## config.mk

```make
export PLATFORM = sky130hd
export DESIGN_NAME = multicycle_control_fsm
export DESIGN_NICKNAME = d
export VERILOG_FILES = /design/src/rtl/multicycle_control_fsm.sv
export SDC_FILE = /design/constraint.sdc
export NUM_CORES = 1
export LEC_CHECK = 0
export CELL_PAD_IN_SITES_DETAIL_PLACEMENT = 1
export CELL_PAD_IN_SITES_GLOBAL_PLACEMENT = 1
export CORE_ASPECT_RATIO = 1.75
export CORE_UTILIZATION = 35
export CTS_CLUSTER_SIZE = 10
export DETAILED_ROUTE_END_ITERATION = 10
export PLACE_DENSITY = 0.77
export SLEW_MARGIN = 0
export SYNTH_ARGS = -nofsm -noshare
export SYNTH_HDL_FRONTEND = slang
export SYNTH_SLANG_ARGS = --single-unit
```

## constraint.sdc

```tcl
create_clock -name clk -period 2.3 [get_ports clk]
set_input_delay 0.345 -clock clk [delete_from_list [all_inputs] [get_ports clk]]
set_output_delay 0.345 -clock clk [all_outputs]
set_load 0.005 [all_outputs]
```

## src/rtl/multicycle_control_fsm.sv

```systemverilog
// rtl/multicycle_control_fsm.sv - multicycle RV32I sequencing controller
// Two-process FSM: registered state/instret, combinational Moore decode plus handshake-qualified enables.
module multicycle_control_fsm #(
  parameter int INSTRET_W = 32
) (
  input  logic                 clk,
  input  logic                 rst,
  input  logic [6:0]           opcode_i,
  input  logic [2:0]           funct3_i,
  input  logic                 zero_i,
  input  logic                 mem_ready_i,
  output logic                 PCWrite_o,
  output logic                 AdrSrc_o,
  output logic                 MemRead_o,
  output logic                 MemWrite_o,
  output logic                 IRWrite_o,
  output logic [1:0]           ResultSrc_o,
  output logic [1:0]           ALUSrcA_o,
  output logic [1:0]           ALUSrcB_o,
  output logic [1:0]           ALUOp_o,
  output logic [1:0]           ImmSrc_o,
  output logic                 RegWrite_o,
  output logic                 illegal_o,
  output logic [3:0]           state_o,
  output logic [INSTRET_W-1:0] instret_o
);

  typedef enum logic [3:0] {
    S_FETCH    = 4'd0,
    S_DECODE   = 4'd1,
    S_MEMADR   = 4'd2,
    S_MEMREAD  = 4'd3,
    S_MEMWB    = 4'd4,
    S_MEMWRITE = 4'd5,
    S_EXECR    = 4'd6,
    S_EXECI    = 4'd7,
    S_ALUWB    = 4'd8,
    S_BRANCH   = 4'd9,
    S_JAL      = 4'd10,
    S_TRAP     = 4'd15
  } state_t;

  localparam logic [6:0] OP_LOAD   = 7'b0000011;
  localparam logic [6:0] OP_STORE  = 7'b0100011;
  localparam logic [6:0] OP_RTYPE  = 7'b0110011;
  localparam logic [6:0] OP_ITYPE  = 7'b0010011;
  localparam logic [6:0] OP_BRANCH = 7'b1100011;
  localparam logic [6:0] OP_JAL    = 7'b1101111;

  state_t state;
  state_t next;
  logic   retire;

  always_ff @(posedge clk or posedge rst) begin
    if (rst) begin
      state     <= S_FETCH;
      instret_o <= '0;
    end else begin
      state <= next;
      if (retire) instret_o <= instret_o + INSTRET_W'(1);
    end
  end

  always_comb begin
    next        = state;
    retire      = 1'b0;
    PCWrite_o   = 1'b0;
    AdrSrc_o    = 1'b0;
    MemRead_o   = 1'b0;
    MemWrite_o  = 1'b0;
    IRWrite_o   = 1'b0;
    ResultSrc_o = 2'b00;
    ALUSrcA_o   = 2'b00;
    ALUSrcB_o   = 2'b00;
    ALUOp_o     = 2'b00;
    ImmSrc_o    = 2'b00;
    RegWrite_o  = 1'b0;
    illegal_o   = 1'b0;
    state_o     = state;

    case (opcode_i)
      OP_STORE:  ImmSrc_o = 2'b01;
      OP_BRANCH: ImmSrc_o = 2'b10;
      OP_JAL:    ImmSrc_o = 2'b11;
      default:   ImmSrc_o = 2'b00;
    endcase

    case (state)
      S_FETCH: begin
        MemRead_o   = 1'b1;
        ALUSrcB_o   = 2'b10;
        ResultSrc_o = 2'b10;
        IRWrite_o   = mem_ready_i;
        PCWrite_o   = mem_ready_i;
        if (mem_ready_i) next = S_DECODE;
      end
      S_DECODE: begin
        ALUSrcA_o = 2'b01;
        ALUSrcB_o = 2'b01;
        case (opcode_i)
          OP_LOAD, OP_STORE: next = S_MEMADR;
          OP_RTYPE:          next = S_EXECR;
          OP_ITYPE:          next = S_EXECI;
          OP_BRANCH:         next = (funct3_i[2:1] == 2'b00) ? S_BRANCH : S_TRAP;
          OP_JAL:            next = S_JAL;
          default:           next = S_TRAP;
        endcase
      end
      S_MEMADR: begin
        ALUSrcA_o = 2'b10;
        ALUSrcB_o = 2'b01;
        next      = (opcode_i == OP_LOAD) ? S_MEMREAD : S_MEMWRITE;
      end
      S_MEMREAD: begin
        AdrSrc_o  = 1'b1;
        MemRead_o = 1'b1;
        if (mem_ready_i) next = S_MEMWB;
      end
      S_MEMWB: begin
        ResultSrc_o = 2'b01;
        RegWrite_o  = 1'b1;
        next        = S_FETCH;
        retire      = 1'b1;
      end
      S_MEMWRITE: begin
        AdrSrc_o   = 1'b1;
        MemWrite_o = 1'b1;
        if (mem_ready_i) begin
          next   = S_FETCH;
          retire = 1'b1;
        end
      end
      S_EXECR: begin
        ALUSrcA_o = 2'b10;
        ALUOp_o   = 2'b10;
        next      = S_ALUWB;
      end
      S_EXECI: begin
        ALUSrcA_o = 2'b10;
        ALUSrcB_o = 2'b01;
        ALUOp_o   = 2'b10;
        next      = S_ALUWB;
      end
      S_ALUWB: begin
        RegWrite_o = 1'b1;
        next       = S_FETCH;
        retire     = 1'b1;
      end
      S_BRANCH: begin
        ALUSrcA_o = 2'b10;
        ALUOp_o   = 2'b01;
        // funct3[0] inverts the sense: beq takes on zero, bne on non-zero.
        PCWrite_o = zero_i ^ funct3_i[0];
        next      = S_FETCH;
        retire    = 1'b1;
      end
      S_JAL: begin
        ALUSrcA_o = 2'b01;
        ALUSrcB_o = 2'b10;
        PCWrite_o = 1'b1;
        next      = S_ALUWB;
      end
      S_TRAP: begin
        illegal_o = 1'b1;
        next      = S_TRAP;
      end
      default: next = S_TRAP;
    endcase

    // Reset forces every output quiet, including FETCH's read request.
    if (rst) begin
      PCWrite_o   = 1'b0;
      AdrSrc_o    = 1'b0;
      MemRead_o   = 1'b0;
      MemWrite_o  = 1'b0;
      IRWrite_o   = 1'b0;
      ResultSrc_o = 2'b00;
      ALUSrcA_o   = 2'b00;
      ALUSrcB_o   = 2'b00;
      ALUOp_o     = 2'b00;
      ImmSrc_o    = 2'b00;
      RegWrite_o  = 1'b0;
      illegal_o   = 1'b0;
      state_o     = 4'd0;
    end
  end

endmodule

```

==> flow_metrics.tcl, run 1 <==
set metrics [dict create \
    dieArea_sq_um 6550 \
    die_w_um 61.6 \
    rr_endpoint "instret_o[25]$_DFFE_PP0P_" \
    floorplan.initialDensity_pct 36.7 \
    coreArea_sq_um 5930 \
    rows 37 \
    grt_pass1_vias 2105 \
    r2r_slack_ps 470 \
    clock_path_buffers 2 \
    final_common_cell "clkdlybuf4s50_1" \
    cp.arrival_ps 1860 \
    syn_inst 230 \
    final_cell_mix "60 x clkdlybuf4s50_1, 35 x dfrtp_1, 26 x xnor2_1" \
    worst_pin_slew_ps 471 \
    grt_overflow_total 0 \
    min_period_ps 2200 \
    syn_to_final_growth_pct 48.5 \
    stdcell_count 393 \
    highest_layer "met4" \
    dr.pass1.iters 4 \
    reg2reg_depth 7 \
    fmax_ghz 0.454 \
    wl_met2_mm 3.54 \
    end_kind "output pin" \
    hold_class "input port to asynchronous set/reset pin" \
    cts_tree "yes" \
    cts_max_level 2 \
    powerDensity_nw_per_um2 845 \
    wl_per_cell_um 16.0 \
    antenna_cells 0 \
    maxSlewViolCount 0 \
    gp_congestion 0.813 \
    cts_root_buffer "clkbuf_8" \
    placed_cells 383 \
    antenna_found_initial 0 \
    r2r_start "state[2]$_DFFE_PP0P_" \
    drt_iter0_drc 52 \
    grt_first_pass_wirelength_mm 10.4 \
    numCtsBuffers 5 \
    slowest_delay_ps 530 \
    worst_ep_required_time_ps 1960 \
    via_per_inst 5.29 \
    syn_area_sq_um 2180 \
    ant_nets 0 \
    die_y_um 106 \
    path_class "flop to output pin" \
    placement.io_buffers 66 \
    fin_skew_ps 4.44 \
    routed-via-count 2080 \
    seq_area_frac_synth_pct 41.4 \
    drive_gt1_share_pct 15.2 \
    met3WireLength_um 199 \
    slew_headroom_pct 68.6 \
    ys.flop_type "dfrtp_1" \
    cp_slowest_cell "clkdlybuf4s50_1" \
    setup_viol 0 \
    path_clk_slew_ps 70 \
    routed_wirelength_mm 6.31 \
    hold_slack_ps 381 \
    cts_hold_buf 0 \
    critPathMaxFanout 18 \
    place_area_sq_um 3070 \
    syn-num-nets 245 \
    nNetsFinal 329 \
    maxCapViolations 0 \
    dp_hpwl_mm 4.69 \
    worst_skew_pair.late_latency_ps 290 \
    synth_area_per_cell_sq_um 9.46 \
    start_kind "flop" \
    worstPathCellList "buf_12, nor2b_2, mux2i_1, nor3_1, clkdlybuf4s50_1" \
    synth-seq-cells 36 \
    met1Wirelength_mm 2.42 \
    hold_viol_final 0 \
    yosysWarnings 0 \
    critPathTopFamily "buffers and inverters" \
    critPathBufInv 2 \
    async_flop_share_pct 100 \
    ys_types 51 \
    synth_edf_count 0 \
    grt_max_degree 37 \
    final_area_sq_um 3230 \
    fin_crit_sh_pct 95.7 \
    cts.sinks 36 \
    drc_errors 0 \
    grtUsageTotal_pct 21.1 \
    pin_count 67 \
    peakVddDrop_mv 0.467 \
    status "complete, no violations" \
    p_leak_nw 1.39 \
]
-- how the worst max path moves through the flow --
stage / startpoint / slack [ps] / endpoint / cells past startpoint
final: state[0]$_DFFE_PP0P_ / 100 / ALUSrcB_o[0] / 5
after global routing: state[0]$_DFFE_PP0P_ / -6 / ALUSrcB_o[0] / 5
after CTS: state[0]$_DFFE_PP0P_ / 7 / ALUSrcA_o[0] / 4
after detailed placement: opcode_i[3] / -120 / ImmSrc_o[0] / 7
after global placement: opcode_i[3] / -100 / ImmSrc_o[1] / 4
after floorplan: rst / 440 / ResultSrc_o[0] / 3
-- kinds of logic (layout without fill, tap and decap cells) --
group / count (synthesis) / in the layout / share of synthesized area (%)
multiplexers: 2 / 2 / 0.978
XOR/XNOR: 36 / 36 / 14.5
adder cells (fa/ha/maj): 1 / 1 / 0.575
AND/OR/NAND/NOR: 112 / 112 / 29.8
AO/OA/AOI/OAI: 25 / 25 / 8.86
flip-flops: 36 / 36 / 41.4
buffers and inverters: 18 / 103 / 3.85
-- stage by stage --
stage	setup TNS (ps)	total power, W	setup slack, ps	utilization [%]
final	0	0.00273	99.3	54.5
after global routing	-6.34	0.00291	-6.34	54.5
after CTS	0	0.00272	6.56	54.0
after detailed placement	-214	0.00213	-121	51.8
after global placement	-151	0.00210	-98.7	51.8
after floorplan	0	0.00158	439	-
-- metal layers --
metal,vias up,track usage [%]
met3,13,2.92
met1,1034,24.0
met2,61,37.5
met4,0,8.73
li1,972,-
met5,-,0
-- final cells by class --
type	count	area, sq um
multi-input combinational	176	1220
tap	78	97.6
timing repair buffer	92	888
fill	698	2690
clock buffer	6	72.6
inverter	3	11.3
clock inverter	2	35.0
sequential	36	902
-- cells in the mapped netlist (all sizes together) (3+ instances only) --
library cell	count	share of area, %
nor3	10	2.3
and3	6	1.7
and2	3	0.86
nor4	5	1.7
nor2	16	2.8
o21ai	3	0.69
a21oi	3	0.86
nand4	8	2.6
nand2b	4	1.1
dfrtp	36	41
xnor2	27	11
nand3	16	3.7
nor2b	7	2.4
clkbuf	3	0.52
o21a	3	1.0
xor2	9	3.6
buf	12	2.8
nand2	21	3.6
and4	5	2.0
or2	3	0.86
-- worst register-to-register path, cell delays in order, from the launching register on --
cell and delay [ps]:
dfrtp_1 380, buf_6 210, nor2b_4 200, a21oi_2 120, nor4_2 290, buf_4 240
nand4_1 130, xnor2_1 150
-- flip-flops by register name, summed over array words and instances (netlist names) --
name       flops
state          4
instret_o     32
-- where the power goes --
part           switching, W  internal [W]
combinational      0.000674      0.000688
sequential         0.000108      0.000716
clock              0.000223      0.000322
total               0.00101       0.00173
-- what timing repair did --
action                                 CTS  global route
gates resized for setup                  7             8
buffers inserted                         2             0
setup endpoints to repair                6             9
endpoints found under the hold margin    0             0
pin swaps                                2             0
(Power assumes the default switching activity.)
==> inputs of run 2 (changes only) <==
--- a/config.mk
+++ b/config.mk
@@ -8,10 +8,10 @@
 export CELL_PAD_IN_SITES_DETAIL_PLACEMENT = 1
 export CELL_PAD_IN_SITES_GLOBAL_PLACEMENT = 1
 export CORE_ASPECT_RATIO = 1.75
-export CORE_UTILIZATION = 35
+export CORE_UTILIZATION = 38
 export CTS_CLUSTER_SIZE = 10
 export DETAILED_ROUTE_END_ITERATION = 10
-export PLACE_DENSITY = 0.77
+export PLACE_DENSITY = 0.83
 export SLEW_MARGIN = 0
 export SYNTH_ARGS = -nofsm -noshare
 export SYNTH_HDL_FRONTEND = slang
==> constraint.sdc (replaced) <==
create_clock -name clk -period 2.6 [get_ports clk]
set_input_delay 0.39 -clock clk [delete_from_list [all_inputs] [get_ports clk]]
set_output_delay 0.39 -clock clk [all_outputs]
set_load 0.005 [all_outputs]
==> flow_metrics.tcl, run 2 (synthesized netlist as in run 1, its figures left out) <==
set metrics [dict create \
    ant_nets 0 \
    dp_hpwl_mm 4.57 \
    maxSlewViolCount 0 \
    powerDensity_nw_per_um2 749 \
    pin_count 67 \
    clock_path_buffers 2 \
    die_y_um 102 \
    floorplan.initialDensity_pct 39.3 \
    dieArea_sq_um 6040 \
    hp-start "instret_o[31]$_DFFE_PP0P_" \
    drt_iter0_drc 98 \
    grtUsageTotal_pct 22.4 \
    final_cell_mix "66 x clkdlybuf4s50_1, 33 x dfrtp_1, 27 x xnor2_1" \
    switching_share_pct 36.9 \
    postCtsSetupBuffers 0 \
    whs_path_depth 1 \
    drive_gt1_share_pct 11.5 \
    cts_tree "yes" \
    cp.arrival_ps 2200 \
    rows 36 \
    rr_endpoint "instret_o[25]$_DFFE_PP0P_" \
    drc_errors 0 \
    switching_power_w 0.000853 \
    setup_viol 0 \
    p_leak_nw 1.25 \
    antenna_found_initial 0 \
    min_period_ps 2590 \
    hold_slack_ps 493 \
    hold_viol_final 0 \
    end_kind "output pin" \
    status "complete, no violations" \
    wl_per_cell_um 16.2 \
    antenna_cells 0 \
    r2r_slack_ps 630 \
    final.setup.tns_ps 0 \
    power_frac_clock_pct 20.9 \
    grt_pass1_vias 2105 \
    numCtsBuffers 5 \
    seqCellArea_sq_um 905 \
    largest_reg_flops 32 \
    path_clk_slew_ps 70 \
    fin_crit_sh_pct 99.4 \
    nNetsFinal 318 \
    grt_first_pass_wirelength_mm 10.3 \
    top_register "instret_o" \
    fmax_ghz 0.387 \
    cts.sinks 36 \
    cts_max_level 2 \
    seqPwrFrac_pct 32.8 \
    final_common_cell "clkdlybuf4s50_1" \
    dr.pass1.iters 4 \
    routed-via-count 2048 \
    r2r_start "state[3]$_DFFE_PP0P_" \
    reg2reg_depth 7 \
    fillers 641 \
    multi_input_area_sq_um 1190 \
    cts_root_buffer "clkbuf_8" \
    path_class "input port to output pin" \
    die_w_um 59.2 \
    peakVddDrop_mv 0.438 \
    routed_wirelength_mm 6.16 \
    slew_headroom_pct 69.1 \
    hold_class "flop to flop" \
    grt_max_degree 37 \
    coreArea_sq_um 5540 \
    via_per_inst 5.39 \
    worst_pin_slew_ps 463 \
    start_kind "input port" \
    worst_skew_pair.late_latency_ps 280 \
    top_regs "instret_o x32, state x4" \
    internal_power_w 0.00146 \
    gp_congestion 0.786 \
    power_frac_comb_pct 46.3 \
    syn_to_final_growth_pct 41.7 \
    fin_skew_ps 3.52 \
    maxCapViolations 0 \
    placement.io_buffers 66 \
    worst_ep_required_time_ps 2210 \
    critPathMaxFanout 4 \
    grt_overflow_total 0 \
    holdPathEnd "instret_o[31]$_DFFE_PP0P_" \
]
-- run 2: changes by cell type in the layout (fill, tap and decap cells not counted), moves of 2 or more --
cell,before,now
clkdlybuf4s50_1,60,66
dfrtp_1,35,33
dlymetal6s2s_1,3,0
buf_4,23,15
dlygate4sd2_1,3,0
buf_12,2,0
dfrtp_2,1,3
-- run 2: repair_timing --
action,4_1_cts,5_1_grt
hold buffers,0,0
setup endpoints to repair,0,3
gates resized for setup,0,4
-- run 2: layer usage --
| layer | global-route usage (%) | routed length (um) | up-vias | part of all wire [%] |
|---|---|---|---|---|
| met5 | 0 | 0 | - | 0 |
| met4 | 11.4 | 182 | 0 | 3.0 |
| met3 | 2.28 | 131 | 12 | 2.1 |
| met2 | 42.5 | 3540 | 63 | 57 |
| met1 | 23.2 | 2310 | 1020 | 37 |
| li1 | - | - | 953 | - |
-- run 2: cell type report --
cell class              instances  share of cell area [%]
clock inverters                 2                    1.14
multi-input cells             176                    38.7
repair buffers                 81                    25.1
inverters                       3                   0.365
flip-flops and latches         36                    29.3
well taps                      76                    3.08
clock buffers                   6                    2.35
-- run 2: power by group through the flow --
stage	sequential [W]	clock (W)	combinational [W]
2_1_floorplan	0.000693	0	0.000707
3_3_place_gp	0.000754	0	0.00103
3_5_place_dp	0.000761	0	0.00106
4_1_cts	0.000753	0.000494	0.00108
5_1_grt	0.000775	0.000512	0.00117
6_report	0.000757	0.000483	0.00107
-- run 2: worst max-delay path by stage --
stage / startpoint / end / slack, ps / cells after the start
6_report: opcode_i[3] / ImmSrc_o[1] / 10 / 4
5_1_grt: opcode_i[2] / ImmSrc_o[1] / -90 / 4
4_1_cts: opcode_i[3] / ImmSrc_o[1] / 50 / 4
3_5_place_dp: opcode_i[3] / ImmSrc_o[1] / 30 / 4
3_3_place_gp: opcode_i[3] / ImmSrc_o[1] / 60 / 4
2_1_floorplan: rst / ResultSrc_o[0] / 650 / 3
-- run 2: worst max-delay path, cell delays in order --
cell and delay, ps:
clkdlybuf4s50_1 450, or2_2 350, a2111oi_1 420, clkdlybuf4s50_1 580
-- run 2: stage by stage --
| step | std cells | power, W | instance area (sq um) | utilization [%] | worst slack [ps] |
|---|---|---|---|---|---|
| after global placement | 372 | 0.00179 | 2970 | 53.6 | 64.8 |
| final | 380 | 0.00231 | 3080 | 55.7 | 14.6 |
| after detailed placement | 372 | 0.00182 | 2970 | 53.6 | 31.8 |
| after floorplan | 230 | 0.00140 | 2180 | - | 649 |
| after CTS | 380 | 0.00233 | 3080 | 55.6 | 48.1 |
| after global routing | 380 | 0.00246 | 3080 | 55.7 | -92.9 |
==> inputs of run 3 (changes only) <==
--- a/config.mk
+++ b/config.mk
@@ -12,7 +12,7 @@
 export CTS_CLUSTER_SIZE = 10
 export DETAILED_ROUTE_END_ITERATION = 10
 export PLACE_DENSITY = 0.83
-export SLEW_MARGIN = 0
+export REMOVE_ABC_BUFFERS = 1
 export SYNTH_ARGS = -nofsm -noshare
 export SYNTH_HDL_FRONTEND = slang
 export SYNTH_SLANG_ARGS = --single-unit
==> flow_metrics.tcl, run 3 (synthesized netlist as in run 1, its figures left out) <==
set metrics [dict create \
    hold_viol_final 0 \
    switching_share_pct 37.9 \
    cts.sinks 36 \
    path_class "input port to output pin" \
    fmax_ghz 0.397 \
    end_kind "output pin" \
    rows 36 \
    maxCapViolations 0 \
    switching_power_w 0.000843 \
    wl_per_cell_um 16.0 \
    grtUsageTotal_pct 21.2 \
    drc_errors 0 \
    placement.io_buffers 66 \
    syn_to_final_growth_pct 41.5 \
    largest_reg_flops 32 \
    peakVddDrop_mv 0.421 \
    dp_hpwl_mm 4.69 \
    cts_root_buffer "clkbuf_8" \
    internal_power_w 0.00138 \
    pin_count 67 \
    gp_congestion 0.835 \
    grt_setup_unrepaired "yes" \
    worst_skew_pair.late_latency_ps 280 \
    reg2reg_depth 7 \
    routed_wirelength_mm 6.04 \
    min_period_ps 2520 \
    seqCellArea_sq_um 901 \
    slowest_delay_ps 570 \
    final_cell_mix "66 x clkdlybuf4s50_1, 36 x dfrtp_1, 27 x xnor2_1" \
    cts_hold_buf 0 \
    worstPathCellList "clkdlybuf4s50_1, or2_2, a2111oi_1, clkdlybuf4s50_1" \
    fin_crit_sh_pct 97.0 \
    via_per_inst 5.34 \
    numCtsBuffers 5 \
    path_clk_slew_ps 70 \
    die_y_um 102 \
    top_register "instret_o" \
    cp_slowest_cell "clkdlybuf4s50_1" \
    fillers 645 \
    top_regs "instret_o x32, state x4" \
    hold_class "flop to flop" \
    holdPathEnd "instret_o[31]$_DFFE_PP0P_" \
    grt_first_pass_wirelength_mm 9.83 \
    placed_cells 370 \
    r2r_slack_ps 610 \
    power_frac_clock_pct 19.2 \
    multi_input_area_sq_um 1210 \
    ant_nets 0 \
    dr.pass1.iters 3 \
    p_leak_nw 1.25 \
    routed-via-count 2020 \
    drive_gt1_share_pct 11.3 \
    antenna_found_initial 0 \
    cts_tree "yes" \
    cts_max_level 2 \
    cp.arrival_ps 2130 \
    r2r_start "state[3]$_DFFE_PP0P_" \
    hp-start "instret_o[31]$_DFFE_PP0P_" \
    clock_path_buffers 2 \
    drt_iter0_drc 45 \
    rr_endpoint "instret_o[25]$_DFFE_PP0P_" \
    maxSlewViolCount 0 \
    start_kind "input port" \
    status "complete, no violations" \
    coreArea_sq_um 5540 \
    seqPwrFrac_pct 33.8 \
    nNetsFinal 317 \
    antenna_cells 0 \
    dieArea_sq_um 6040 \
    whs_path_depth 1 \
    grt_max_degree 37 \
    critPathMaxFanout 4 \
    stdcell_count 378 \
    fin_skew_ps 5.06 \
    grt_overflow_total 0 \
    powerDensity_nw_per_um2 723 \
    path_common_cell "clkdlybuf4s50_1" \
    slew_headroom_pct 67.8 \
    grt_pass1_vias 2106 \
    floorplan.initialDensity_pct 39.3 \
    setup_viol 0 \
    p_total_w 0.00223 \
    worst_ep_required_time_ps 2210 \
    power_frac_comb_pct 46.9 \
    die_w_um 59.2 \
    final_common_cell "clkdlybuf4s50_1" \
    worst_pin_slew_ps 472 \
]
==> run 3: worst max-delay path by stage <==
stage	depth (start not counted)	end	startpoint	slack [ps]
global route	4	ImmSrc_o[1]	opcode_i[3]	-2
global placement	4	ImmSrc_o[1]	opcode_i[3]	80
floorplan	4	PCWrite_o	state[1]$_DFFE_PP0P_	370
CTS	4	ImmSrc_o[1]	opcode_i[3]	40
detailed placement	4	ImmSrc_o[1]	opcode_i[3]	60
finish	4	ImmSrc_o[1]	opcode_i[3]	80
==> run 3: routing by layer <==
layer	GRT usage, %	vias to the layer above	share of wire [%]
met1	20.6	999	37
li1	-	956	-
met3	2.91	11	2.6
met2	43.3	54	58
met5	0	-	0
met4	6.96	0	2.1
==> run 3: layout make-up <==
class / instances / share of cell area, %
Multi-Input combinational cell: 176 / 39.3
Sequential cell: 36 / 29.3
Timing Repair Buffer: 80 / 24.9
Clock buffer: 7 / 3.13
Tap cell: 76 / 3.09
Inverter: 3 / 0.366
==> run 3: power by group through the flow <==
stage | clock, W | combinational, W | sequential (W)
after floorplan | 0 | 0.000516 | 0.000822
after global placement | 0 | 0.00102 | 0.000757
after detailed placement | 0 | 0.00105 | 0.000763
after CTS | 0.000431 | 0.00106 | 0.000753
after global routing | 0.000457 | 0.00115 | 0.000762
final | 0.000428 | 0.00104 | 0.000753
==> run 3: repair_timing <==
| item | 4_1_cts | 5_1_grt |
|---|---|---|
| buffers inserted | 0 | 1 |
| setup endpoints to repair | 0 | 3 |
| resized for setup | 0 | 4 |
==> run 3: critical path, delay by kind of cell <==
kind            cells  cell delay [ps]
simple gates        1              340
buf+inv             2             1020
compound gates      1              390
==> run 3: per-stage QoR <==
| stage | area, sq um | hold WS, ps | setup TNS (ps) | utilization [%] | setup WS [ps] |
|---|---|---|---|---|---|
| after floorplan | 2100 | 468 | 0 | - | 369 |
| after global placement | 2960 | 471 | 0 | 53.4 | 82.0 |
| after detailed placement | 2960 | 474 | 0 | 53.4 | 59.5 |
| after CTS | 3050 | 487 | 0 | 55.1 | 44.3 |
| after global routing | 3080 | 508 | -2.48 | 55.6 | -2.48 |
| final | 3080 | 482 | 0 | 55.6 | 78.8 |
